==> src/rtl/vip_axi4_pkg.sv <==
// Shared configuration type for the AXI4 VIP blocks.
// A width field left at zero selects the built-in default for that width.
package vip_axi4_pkg;

  typedef struct packed {
    logic [31:0] VIP_AXI4_ID_WIDTH_P;
    logic [31:0] VIP_AXI4_ADDR_WIDTH_P;
    logic [31:0] VIP_AXI4_DATA_WIDTH_P;
    logic [31:0] VIP_AXI4_STRB_WIDTH_P;
    logic [31:0] VIP_AXI4_USER_WIDTH_P;
  } vip_axi4_cfg_t;

  // Returns the configured width, or the fallback when the field is left at zero
  function automatic int width_or(input logic [31:0] w, input int dflt);
    return (w == 32'd0) ? dflt : int'(w);
  endfunction

endpackage

==> src/rtl/vip_axi4_wr_responder.sv <==
// AXI4 write-channel responder: accepts one burst at a time, turns every
// accepted beat into a registered memory write strobe and answers with a
// single B response (OKAY, or SLVERR when the burst was malformed).
module vip_axi4_wr_responder
  import vip_axi4_pkg::*;
#(
  parameter vip_axi4_cfg_t CFG_P = '{default: '0}
) (
  input  logic                                                   clk,
  input  logic                                                   rst_n,
  input  logic [width_or(CFG_P.VIP_AXI4_ID_WIDTH_P, 4)-1:0]      awid,
  input  logic [width_or(CFG_P.VIP_AXI4_ADDR_WIDTH_P, 32)-1:0]   awaddr,
  input  logic [7:0]                                             awlen,
  input  logic [2:0]                                             awsize,
  input  logic [1:0]                                             awburst,
  input  logic                                                   awvalid,
  output logic                                                   awready,
  input  logic [width_or(CFG_P.VIP_AXI4_DATA_WIDTH_P, 32)-1:0]   wdata,
  input  logic [width_or(CFG_P.VIP_AXI4_STRB_WIDTH_P,
                         width_or(CFG_P.VIP_AXI4_DATA_WIDTH_P, 32) / 8)-1:0] wstrb,
  input  logic                                                   wlast,
  input  logic                                                   wvalid,
  output logic                                                   wready,
  output logic [width_or(CFG_P.VIP_AXI4_ID_WIDTH_P, 4)-1:0]      bid,
  output logic [1:0]                                             bresp,
  output logic [width_or(CFG_P.VIP_AXI4_USER_WIDTH_P, 1)-1:0]    buser,
  output logic                                                   bvalid,
  input  logic                                                   bready,
  output logic                                                   mem_wr_en,
  output logic [width_or(CFG_P.VIP_AXI4_ADDR_WIDTH_P, 32)-1:0]   mem_addr,
  output logic [width_or(CFG_P.VIP_AXI4_DATA_WIDTH_P, 32)-1:0]   mem_wdata,
  output logic [width_or(CFG_P.VIP_AXI4_STRB_WIDTH_P,
                         width_or(CFG_P.VIP_AXI4_DATA_WIDTH_P, 32) / 8)-1:0] mem_wstrb
);

  localparam int ID_W   = width_or(CFG_P.VIP_AXI4_ID_WIDTH_P, 4);
  localparam int ADDR_W = width_or(CFG_P.VIP_AXI4_ADDR_WIDTH_P, 32);
  localparam int DATA_W = width_or(CFG_P.VIP_AXI4_DATA_WIDTH_P, 32);
  localparam int STRB_W = width_or(CFG_P.VIP_AXI4_STRB_WIDTH_P, DATA_W / 8);

  localparam logic [1:0] BURST_FIXED = 2'b00;
  localparam logic [1:0] BURST_WRAP  = 2'b10;
  localparam logic [1:0] BURST_RSVD  = 2'b11;
  localparam logic [1:0] RESP_OKAY   = 2'b00;
  localparam logic [1:0] RESP_SLVERR = 2'b10;

  typedef enum logic [1:0] {
    IDLE,
    DATA,
    RESP
  } state_t;

  state_t state;
  state_t state_next;

  logic [ID_W-1:0]   id_q;
  logic [ADDR_W-1:0] addr_q;
  logic [7:0]        len_q;
  logic [2:0]        size_q;
  logic [1:0]        burst_q;
  logic [7:0]        beat_cnt;
  logic              err_q;
  logic              aw_err_q;

  logic              aw_hs;
  logic              w_hs;
  logic              b_hs;
  logic              last_beat;
  logic              beat_err;
  logic              err_final;
  logic              aw_err;
  logic [ADDR_W-1:0] size_bytes;
  logic [ADDR_W-1:0] wrap_mask;
  logic [ADDR_W-1:0] addr_next;

  assign aw_hs     = awvalid && awready;
  assign w_hs      = wvalid && wready;
  assign b_hs      = bvalid && bready;
  assign last_beat = (beat_cnt == len_q);
  // wlast must be high exactly on the final beat, low on every other one
  assign beat_err  = (wlast != last_beat);
  assign err_final = err_q || beat_err;
  assign buser     = '0;

  // Burst legality that can be judged from the AW channel alone
  always_comb begin
    aw_err = 1'b0;
    if (awburst == BURST_RSVD) begin
      aw_err = 1'b1;
    end
    if ((awburst == BURST_WRAP) && !(awlen inside {8'd1, 8'd3, 8'd7, 8'd15})) begin
      aw_err = 1'b1;
    end
    if ((32'd8 << awsize) > 32'(DATA_W)) begin
      aw_err = 1'b1;
    end
  end

  // Address of the beat after the current one, by burst type
  always_comb begin
    size_bytes = ADDR_W'(1) << size_q;
    wrap_mask  = ((ADDR_W'(len_q) + ADDR_W'(1)) << size_q) - ADDR_W'(1);
    case (burst_q)
      BURST_FIXED: addr_next = addr_q;
      BURST_WRAP:  addr_next = (addr_q & ~wrap_mask) | ((addr_q + size_bytes) & wrap_mask);
      default:     addr_next = addr_q + size_bytes;
    endcase
  end

  // FSM state register
  always_ff @(posedge clk or negedge rst_n) begin
    if (!rst_n) begin
      state <= IDLE;
    end else begin
      state <= state_next;
    end
  end

  // FSM next-state: one burst in flight, AW then W beats then B
  always_comb begin
    state_next = state;
    case (state)
      IDLE: if (aw_hs) state_next = DATA;
      DATA: if (w_hs && last_beat) state_next = RESP;
      RESP: if (b_hs) state_next = IDLE;
      default: state_next = IDLE;
    endcase
  end

  // Handshake outputs registered from the next state so they are all low in reset
  always_ff @(posedge clk or negedge rst_n) begin
    if (!rst_n) begin
      awready <= 1'b0;
      wready  <= 1'b0;
      bvalid  <= 1'b0;
    end else begin
      awready <= (state_next == IDLE);
      wready  <= (state_next == DATA);
      bvalid  <= (state_next == RESP);
    end
  end

  // B payload captured on entry to RESP and held until the handshake
  always_ff @(posedge clk or negedge rst_n) begin
    if (!rst_n) begin
      bid   <= '0;
      bresp <= RESP_OKAY;
    end else if ((state == DATA) && (state_next == RESP)) begin
      bid   <= id_q;
      bresp <= err_final ? RESP_SLVERR : RESP_OKAY;
    end else if (state_next != RESP) begin
      bid   <= '0;
      bresp <= RESP_OKAY;
    end
  end

  // Burst context: latched at AW, address and beat count advance per beat
  always_ff @(posedge clk or negedge rst_n) begin
    if (!rst_n) begin
      id_q     <= '0;
      addr_q   <= '0;
      len_q    <= '0;
      size_q   <= '0;
      burst_q  <= '0;
      beat_cnt <= '0;
      err_q    <= 1'b0;
      aw_err_q <= 1'b0;
    end else if (aw_hs) begin
      id_q     <= awid;
      addr_q   <= awaddr;
      len_q    <= awlen;
      size_q   <= awsize;
      burst_q  <= awburst;
      beat_cnt <= '0;
      err_q    <= aw_err;
      aw_err_q <= aw_err;
    end else if (w_hs) begin
      addr_q   <= addr_next;
      beat_cnt <= beat_cnt + 8'd1;
      err_q    <= err_final;
    end
  end

  // Memory write port: one registered pulse per beat, suppressed for AW-time errors
  always_ff @(posedge clk or negedge rst_n) begin
    if (!rst_n) begin
      mem_wr_en <= 1'b0;
      mem_addr  <= '0;
      mem_wdata <= '0;
      mem_wstrb <= '0;
    end else begin
      mem_wr_en <= w_hs && !aw_err_q;
      if (w_hs) begin
        mem_addr  <= addr_q;
        mem_wdata <= wdata;
        mem_wstrb <= wstrb;
      end
    end
  end

endmodule
==> config.mk <==
export PLATFORM = sky130hd
export DESIGN_NAME = vip_axi4_wr_responder
export DESIGN_NICKNAME = d
export VERILOG_FILES = /design/src/rtl/vip_axi4_pkg.sv /design/src/rtl/vip_axi4_wr_responder.sv
export SDC_FILE = /design/constraint.sdc
export NUM_CORES = 1
export LEC_CHECK = 0
export CORE_UTILIZATION = 46
export CTS_CLUSTER_SIZE = 10
export DETAILED_ROUTE_END_ITERATION = 10
export PLACE_DENSITY = 0.79
export SYNTH_ARGS = -nofsm -noshare
export SYNTH_HDL_FRONTEND = slang
export SYNTH_SLANG_ARGS = --single-unit
==> constraint.sdc <==
create_clock -name clk -period 3.4 [get_ports clk]
set_input_delay 0.85 -clock clk [delete_from_list [all_inputs] [get_ports clk]]
set_output_delay 0.85 -clock clk [all_outputs]
set_load 0.1 [all_outputs]
==> results of run 1 <==
-- metal layers --
layer  vias to the layer above  GRT usage [%]  share of wire (%)
li1                       3482              -                  -
met1                      3438           34.9                 45
met2                       216           39.9                 48
met3                        32           5.50                5.3
met4                         0           8.99                2.4
met5                         -              0                  0
-- cell families after synthesis --
| family | synth area share [%] |
|---|---|
| XOR/XNOR | 5.87 |
| AO/OA/AOI/OAI | 13.4 |
| other | 0.0493 |
| multiplexers | 1.40 |
| buffers and inverters | 3.60 |
| adder cells (fa/ha/maj) | 2.23 |
| AND/OR/NAND/NOR | 28.1 |
| flip-flops | 45.4 |
-- layout make-up --
cell class / instances / area (sq um) / area share (%)
clock buffer: 18 / 439 / 4.14
timing repair buffer: 239 / 2060 / 19.4
multi-input combinational: 703 / 4110 / 38.8
sequential: 138 / 3460 / 32.6
clock inverter: 13 / 214 / 2.02
inverter: 15 / 56.3 / 0.530
tap: 216 / 270 / 2.55
-- cells in the final DEF, fill, tap and decap left out, types with 6 or more instances in the layout --
cell type,netlist,final
a21oi_1,30,28
a22o_1,6,6
and3_1,9,9
buf_4,2,143
clkbuf_16,0,17
clkdlybuf4s50_1,0,89
dfrtp_1,138,133
ha_1,12,8
inv_1,13,13
mux2i_1,7,7
nand2_1,308,306
nand3_1,18,17
nand4_1,8,8
nor2_1,59,57
nor3_1,13,10
nor3b_1,8,7
o21ai_0,35,33
o21ai_1,11,12
or3_1,7,7
xnor2_1,35,34
xor2_1,16,15
-- stage by stage --
stage | std cells | hold WS [ps] | util (%)
2_1_floorplan | 904 | 404 | -
3_3_place_gp | 1299 | 414 | 60.1
3_5_place_dp | 1299 | 427 | 60.1
4_1_cts | 1330 | 438 | 64.3
5_1_grt | 1342 | 454 | 66.3
6_report | 1342 | 424 | 66.3
-- worst max-delay path: cells and delay by family, from the launching register on --
family                 cells  cell delay, ps
AO/OA/AOI/OAI              5            1060
buffers and inverters      3             480
AND/OR/NAND/NOR            4            1210
flip-flops                 1             410
-- worst paths after layout --
kind | start | end | slack (ps) | cells past startpoint
max reg2reg | len_q[0] | flip-flop | 70 | 12
min | rst_n | mem_wdata[0] | 420 | 1
min in group clk | aw_err_q | mem_wr_en | 430 | 1
min reg2reg | aw_err_q | mem_wr_en | 430 | 1
max in group asynchronous | rst_n | size_q[0] | 2230 | 2
max | len_q[0] | flip-flop | 70 | 12
-- timing repair --
action                                  CTS  global route
buffers inserted                          0            12
pin swaps                                 0            28
gates resized for setup                   4            52
endpoints found under the setup margin    8            22
==> metrics.md, run 1 <==
| Metric | Value |
|---|---|
| I/O Buffers | 167 |
| Register area share after synthesis | about 45% |
| Initial Utilization | a little under half |
| Slew headroom | 51.3% |
| Die ar. | ~17,000 sq um |
| Final ANT Viol Nets | 0 |
| Max cap viols | 0 |
| Setup WS post-layout | around 74 ps |
| Clk_skew | slightly above 7 ps |
| Total gr overflow | 0 |
| Share of cells above drive strength 1 | about 22% |
| Ports | 170 |
| RSZ-0062 raised after global routing | true |
| # fillers | ~1,300 |
| Core area | 16,000 sq um |
| First-pass GRT wire length | about 34,000 microns |
| Area delta synth->final | 39.4% |
| Hold Vio Cnt, Final | 0 |
| Via count | 7,168 |
| DRT Wirelength | about 22,000 microns |
| Async set or reset register ratio after synthesis | 100% |
| Dpl cell area | 9620 sq um |
| Period Utilization, post-route | between 90% and 100% |
| Synth Instances | around 900 |
| ANT cells | 0 |
| Worst-path maximum fanout | 8 |
| Ys flop type | dfrtp_1 |
| Status | complete, no violations |
| Commonest cells post-synth | 308 x nand2_1, 138 x dfrtp_1, 59 x nor2_1, 36 x clkbuf_1 |
| Synth top area share | a little under half |
| Vias in the first global route | roughly 6,800 |
| Least-Margin Pin Slew | roughly 730 ps |
| HP Class | in -> async |
| # rows | 46 |
| Critical setup path kind | reg -> reg |
| Yosys cell types | 80 |
| 1st-iter DRT viols | 564 |
| Post-synth top area cell | dfrtp_1 |
| Required @ worst endpoint | 3700 ps |
| TritonCTS clock tree | built |
| Clock Sinks | between 100 and 150 |
| Slowest stage cell, crit path | or3b_4 |
| Setup TNS | 0 ps |
| Inserted Clock Buffers | 17 |
| Finished Cell Area | 10,600 sq um |
| Worst-path clk slew | around 60 ps |
| Die height | approximately 130 microns |
| Syn avg cell area | between 8 and 9 sq um |
| Final period demand of the worst path | roughly 3300 ps |
| Vias/cell | roughly 5.3 |
| Max Slew Vio Count | 0 |
| Initial DRT Pass Iterations | 5 |
| Bufs on Longest Clock Path | 2 |
| Die Span X | 131 microns |
| Mapped cell area | around 7600 sq um |
| DR WL/cell | 16.1 microns |
| Startpoint types | flip-flop |
| Crit path DAT | between 3000 and 4000 ps |
| Worst skew pair latency | about 420 ps |
| Drt drc | 0 |
| Crit. End Element | flip-flop |
| Largest net degree at the start of global routing | 68 |
| Setup Viol. Count Final | 0 |
| Pre-CTS WS | -46.8 ps |
| Flops & latches, synth | approximately 140 |
| Post-synth EDFFs | 0 |
| H-Tree Depth | 4 |
| Yosys warns | 0 |
| Top cells by area, synth | dfrtp_1 45%, nand2_1 15%, xnor2_1 4.0%, nor2_1 2.9%, o21ai_0 2.3% |
| DP HPWL | approximately 15,000 microns |
| Initial antenna violation count | 0 |
| Critical Path, Cell by Cell | buf_6, nand3_4, o211a_1, or3b_4, a221o_1, nor4b_4, buf_4, a41oi_2, or2_1, buf_4, o21ai_0, o21ai_0 |
| Layout Nets | 1,218 |
| Routability cong. | just over 0.9 |
| Fmax achieved | 301 MHz |
| Hold Buf Count CTS | 0 |
| CP peak stage delay | around 430 ps |
| GRT Total Usage | between 20% and 30% |
| Clock Tree Root | clkbuf_16 |
| Count leader, synth | nand2_1 |
Power of run 1 is left out: the tool's default activity adds up to more than one toggle a clock period on the data nets, which glitch-free logic cannot reach.
==> run 2, diff against run 1 <==
- CTS_CLUSTER_SIZE: 10 -> not set
==> results of run 2 <==
The final DEF is identical to that of run 1; final timing and power are the same.
Power of run 2 is left out for the same reason.
